===== config.mk =====
export PLATFORM = sky130hd
export DESIGN_NAME = alu_issue_ctrl
export DESIGN_NICKNAME = d
export VERILOG_FILES = /design/src/rtl/alu_issue_ctrl.sv
export SDC_FILE = /design/constraint.sdc
export NUM_CORES = 2
export LEC_CHECK = 0
export ABC_AREA = 1
export CAP_MARGIN = 40
export CORE_UTILIZATION = 50
export DETAILED_ROUTE_END_ITERATION = 6
export GPL_ROUTABILITY_DRIVEN = 0
export HOLD_SLACK_MARGIN = 0.12
export PLACE_DENSITY = 0.69
export SYNTH_ARGS = -nofsm -noshare
export SYNTH_HDL_FRONTEND = slang
export SYNTH_SLANG_ARGS = --single-unit

===== constraint.sdc =====
create_clock -name clk -period 29.8 [get_ports clk]
set_clock_uncertainty 0.2 [all_clocks]
set_input_delay 2.98 -clock clk [delete_from_list [all_inputs] [get_ports clk]]
set_output_delay 2.98 -clock clk [all_outputs]
set_load 0.01 [all_outputs]

===== src/rtl/alu_issue_ctrl.sv =====
// Command sequencer for the ALU: register-file operand fetch, ALU issue, write-back and response.
// Optional macro ALU_ISSUE_IMM_EN: cmd_bsel selects cmd_data as the b operand.
module alu_issue_ctrl #(
   parameter int unsigned NREG = 16,
   parameter int unsigned DW   = 32
) (
   input  logic          clk,
   input  logic          rst,
   input  logic          cmd_valid,
   output logic          cmd_ready,
   input  logic [3:0]    cmd_op,
   input  logic          cmd_ld,
   input  logic          cmd_bsel,
   input  logic [3:0]    cmd_rd,
   input  logic [3:0]    cmd_rn,
   input  logic [3:0]    cmd_rm,
   input  logic [DW-1:0] cmd_data,
   output logic [3:0]    alu_op,
   output logic [DW-1:0] alu_a,
   output logic [DW-1:0] alu_b,
   input  logic [DW-1:0] alu_out,
   output logic          rsp_valid,
   input  logic          rsp_ready,
   output logic [DW-1:0] rsp_data,
   output logic          rsp_err,
   input  logic [3:0]    dbg_addr,
   output logic [DW-1:0] dbg_data
);

   typedef enum logic [1:0] {IDLE, EXEC, RESP} state_t;

   state_t        state;
   logic [DW-1:0] regs [NREG];
   logic [3:0]    rd_q;
   logic          ld_q;
   logic [DW-1:0] data_q;

`ifndef ALU_ISSUE_IMM_EN
   logic unused_bsel;
   assign unused_bsel = cmd_bsel;
`endif

   // Valid ALU opcodes: 0000-0100 and 0110-1011.
   function automatic logic op_valid(input logic [3:0] op);
      return (op <= 4'd11) && (op != 4'd5);
   endfunction

   assign cmd_ready = (state == IDLE);
   assign dbg_data  = regs[dbg_addr];

   always_ff @(posedge clk or posedge rst) begin
      if (rst) begin
         state     <= IDLE;
         for (int i = 0; i < int'(NREG); i++) regs[i] <= '0;
         rd_q      <= '0;
         ld_q      <= 1'b0;
         data_q    <= '0;
         alu_op    <= '0;
         alu_a     <= '0;
         alu_b     <= '0;
         rsp_valid <= 1'b0;
         rsp_data  <= '0;
         rsp_err   <= 1'b0;
      end else begin
         case (state)
            IDLE: begin
               if (cmd_valid) begin
                  alu_op <= cmd_op;
                  alu_a  <= regs[cmd_rn];
`ifdef ALU_ISSUE_IMM_EN
                  alu_b  <= cmd_bsel ? cmd_data : regs[cmd_rm];
`else
                  alu_b  <= regs[cmd_rm];
`endif
                  rd_q   <= cmd_rd;
                  ld_q   <= cmd_ld;
                  data_q <= cmd_data;
                  state  <= EXEC;
               end
            end
            EXEC: begin
               if (ld_q) begin
                  regs[rd_q] <= data_q;
                  rsp_data   <= data_q;
                  rsp_err    <= 1'b0;
               end else if (op_valid(alu_op)) begin
                  regs[rd_q] <= alu_out;
                  rsp_data   <= alu_out;
                  rsp_err    <= 1'b0;
               end else begin
                  rsp_data   <= '0;
                  rsp_err    <= 1'b1;
               end
               rsp_valid <= 1'b1;
               state     <= RESP;
            end
            RESP: begin
               if (rsp_ready) begin
                  rsp_valid <= 1'b0;
                  state     <= IDLE;
               end
            end
            default: state <= IDLE;
         endcase
      end
   end

endmodule


Yosys cells after proc, flatten, opt, wreduce, memory -nomap -nowiden
Index checks and enable logic that the tools add are counted.

storage, ports and cells
  output and inout port bits = 135
  register bits after elaboration = 653
  input port bits = 90

cells by class
  bitwise operators = 4
  magnitude comparators = 6
  eq/ne operators = 5
  reduce and logical (&&, ||, !) cells = 9
  muxes and demuxes = 24

operators with widths
  operator                                                                       count
  512-bit bitwise mux                                                            2
  512-bit two-way mux                                                            2
  32-bit binary-select mux with 4-bit select                                     3
  32-bit two-way mux                                                             9
  32-bit demux with 4-bit select                                                 1
  5-bit greater-or-equal comparator (second input constant)                      4
  4-bit NOT with 5-bit output                                                    4
  2-bit AND reduction                                                            4
  2-bit one-hot mux with 3 select lines                                          1
  5-bit by 1-bit less-than comparator with 1-bit output (second input constant)  1
  4-bit less-or-equal comparator (second input constant)                         1
  2-bit two-way mux                                                              2
  2-bit inequality test (second input constant)                                  2
  4-bit by 3-bit inequality test with 1-bit output (second input constant)       1
  2-bit nonzero test                                                             2
  1-bit two-way mux                                                              3
  2-bit by 1-bit == test with 1-bit output (second input constant)               1
  2-bit == test (second input constant)                                          1
  1-bit logical AND                                                              2
  2-bit logical NOT                                                              1
  1-bit one-hot mux with 2 select lines                                          1

Depth between registers and ports, before layout
  depth after elaboration = 8
  depth in mapped cells = 12

Worst setup path before layout
Ideal clock, no wire load.

  path kind = input -> output
  start point = input dbg_addr[0]
  end point = output dbg_data[14]
  slack = 22.535 ns
  cell stages on the path = 8
  arrival = 4.085 ns
  cells stage by stage = buf_2 > buf_2 > clkbuf_1 > buf_2 > o211ai_1 > nand3_1 > nand3_1 > nand2_1

on the way
  cells in the longest elaborated chain, start to end = 4

RTL lines
  what                                                   line  RTL
  from (decl)                                            26    input logic [3:0] dbg_addr,
  4-bit NOT with 5-bit output (not written as such)      49    assign dbg_data = regs[dbg_addr];
  32-bit binary-select mux with 4-bit select             49
  32-bit two-way mux (not written as such) (2 in a row)  49
  to (decl)                                              27    output logic [DW-1:0] dbg_data

No other way between the ends. The select of a mux whose other input is x is not followed.

Final worst setup path
  start point = input dbg_addr[0]
  end point = output dbg_data[20]

Same word-level chain as after synthesis.

==> flow_summary.json <==
{
  "detail_route.drc_violations": 0,
  "synth_async_sr_flop_share_pct": 100.0,
  "fp.dieW_um": 282.0,
  "placement.cell_area_um2": 42160,
  "detailedPlacementHpwl_mm": 81.42,
  "grt.overflow.total": 0,
  "cellPowerDensity_nw_per_um2": 95.82,
  "final-hold-violation-count": 0,
  "synth_ff_type": "dfrtp_1",
  "grt_antenna_before_repair": 1,
  "coreArea_um2": 77470,
  "worst_setup_hold_path_clk_slew_ns": 0.05,
  "tritoncts.num_buffers": 76,
  "edff_count_synth": 0,
  "synth_warnings": 0,
  "final_antenna_net_count": 0,
  "cts.hold.buffers_added": 0,
  "die_area_um2": 79520,
  "ctsHtreeMaxLevel": 3,
  "syn_avg_cell_area_um2": 6.662,
  "drive_gt1_share_pct": 4.985,
  "layout.cells.most_common_list": "2437 x nand2_1, 954 x nand3_1, 653 x dfrtp_1",
  "worst_skew_pair.late_latency_ns": 0.62,
  "worst_ep_arrival_time_ns": 6.15,
  "rows": 102,
  "run_status": "finished, final reports clean",
  "synth_area_um2": 39200,
  "final_worst_path_cycle_share_pct": 31.32,
  "syn_nets": 5974,
  "setup.worst_path.start_class": "primary input",
  "routed_wire_length_per_instance_um": 21.39,
  "mostFrequentLayoutCell": "nand2_1",
  "post_cts_resize_count": 0,
  "maximum_number_of_pins_on_one_net_before_global_route_repair": 191,
  "critPathKind": "in -> out",
  "fmaxAchievable_mhz": 107.2,
  "tritoncts": "yes",
  "grt_pass1_vias": 37720,
  "clk_root_buffer_cell": "clkbuf_16",
  "clock_path_buffers": 3,
  "num_vias": 41160,
  "drt_first_pass_iters": 6,
  "setup_repair_after_global_routing_missed_its_margin": "false",
  "leakage_power_nw": 23.00,
  "end_kind": "output port",
  "drt_first_iter_violations": 5999,
  "crit_path_max_fanout": 190,
  "place.port_buffers": 223,
  "cts.sink_count": 653,
  "area_growth_from_synthesis_to_layout_pct": 13.85,
  "grt_util_all_layers_pct": 37.00,
  "postCtsSetupRepairBufs": 0,
  "top_level_ports": 225,
  "setup-tns-final_ns": 0,
  "relSlewSlack_pct": 19.76,
  "worst_pin_slew_ns": 1.204,
  "route.detailed.vias_per_inst": 5.967,
  "final-setup-viol-count": 0,
  "postLayoutCellArea_um2": 44630,
  "yosys_register_bits": 653,
  "floorplan.initialDensity_pct": 50.60,
  "synth_cell_type_count": 34,
  "worst-endpoint-required_ns": 26.62,
  "worst_hold_path_type": "reg -> reg",
  "timing_max_transition_violations_final": 0,
  "timing.max_cap.violations": 0,
  "yosysSeqAreaShare_pct": 41.69,
  "total_routed_wirelength_mm": 147.5,
  "worst_ir_drop_vdd_mv": 0.07364,
  "final.min_clock_period_ns": 9.332,
  "dieHeight_um": 282.0,
  "antenna_cells": 0,
  "wire_length_of_the_first_global_routing_pass_mm": 225.3,
  "finish.net_count": 5899,
  "syn_inst": 5884
}
[critical path: stages]
cell	delay, ns
buf_8	0.76
buf_4	0.89
o211ai_1	0.19
nand3_1	0.14
nand3_1	0.14
nand2_1	0.29
clkdlybuf4s50_1	0.59
[metal layers]
metal	wire length [µm]	vias up	global-route usage, %
li1	-	18940	-
met1	59000	19000	51.03
met2	62450	2691	54.77
met3	17800	521	7.333
met4	8255	0	19.79
met5	0	-	0
[sequential cells by signal (all words and copies together), names as in the netlist]
signal	count
alu_a	32
alu_b	32
alu_op	4
data_q	32
ld_q	1
rd_q	4
regs	512
rsp_data	32
rsp_err	1
rsp_valid	1
state	2
[final cells by class]
cell class | count | area, µm²
multi-input cells | 4440 | 19750
well taps | 1040 | 1301
flip-flops and latches | 653 | 16340
inverters | 307 | 1196
repair buffers | 331 | 3572
clock buffers | 104 | 2198
clock inverters | 22 | 267.8
fillers | 7360 | 32840
[path summary, 6_finish.rpt]
path	startpoint	slack, ns	endpoint	cells past startpoint
hold reg to reg	alu_b[26]	0.28	alu_b[26]	2
setup / recovery	dbg_addr[0]	20.47	dbg_data[20]	7
hold / removal	alu_b[26]	0.28	alu_b[26]	2
min in group asynchronous	rst	2.66	rsp_data[26]	2
max in group asynchronous	rst	23.48	regs[179]	6
setup reg to reg	ld_q	26.43	regs[145]	8
[metrics by stage]
step                      total power, mW  setup slack [ns]  hold slack (ns)  util [%]  cells
after floorplan                     2.697             8.322           0.2487         -   5884
after global placement              3.217             19.68           0.2614     53.39   6735
after detailed placement            3.296             20.61           0.2650     54.43   6771
after CTS                           4.255             20.61           0.2811     57.61   6897
after global routing                4.585             20.32           0.2992     57.61   6897
final                               4.276             20.47           0.2751     57.61   6897
[power breakdown]
| group | total [mW] | internal (mW) | switching, mW |
|---|---|---|---|
| clock | 0.947 | 0.564 | 0.384 |
| sequential | 1.73 | 1.31 | 0.413 |
| combinational | 1.60 | 0.631 | 0.969 |
| total | 4.28 | 2.51 | 1.77 |
[Yosys cell counts, types with 5 or more instances]
cell type	count	share of area, %
buf_1	56	0.54
a21oi_2	7	0.16
o21ai_0	493	6.3
o21ai_1	156	2.0
nand2_1	2438	23
nand3_4	5	0.22
dfrtp_1	653	42
nand2_2	6	0.096
inv_2	5	0.048
clkbuf_1	287	2.7
a21oi_1	176	2.2
clkbuf_2	26	0.33
inv_1	301	2.9
mux2i_1	11	0.28
o211ai_1	99	1.9
nor2_1	41	0.39
buf_2	109	1.4
nand3_1	956	12
o21a_1	27	0.52
[cells by family (layout without fill, tap and decap cells)]
group	count (synthesis)	in the layout	share of synthesized area (%)
AOI/OAI and AO/OA	965	965	13.25
DFF	653	653	41.69
muxes	11	11	0.2809
and+or+nand+nor	3464	3464	36.67
buffers and inverters	791	764	8.105
No activity file was read; power rests on OpenSTA's default activity.
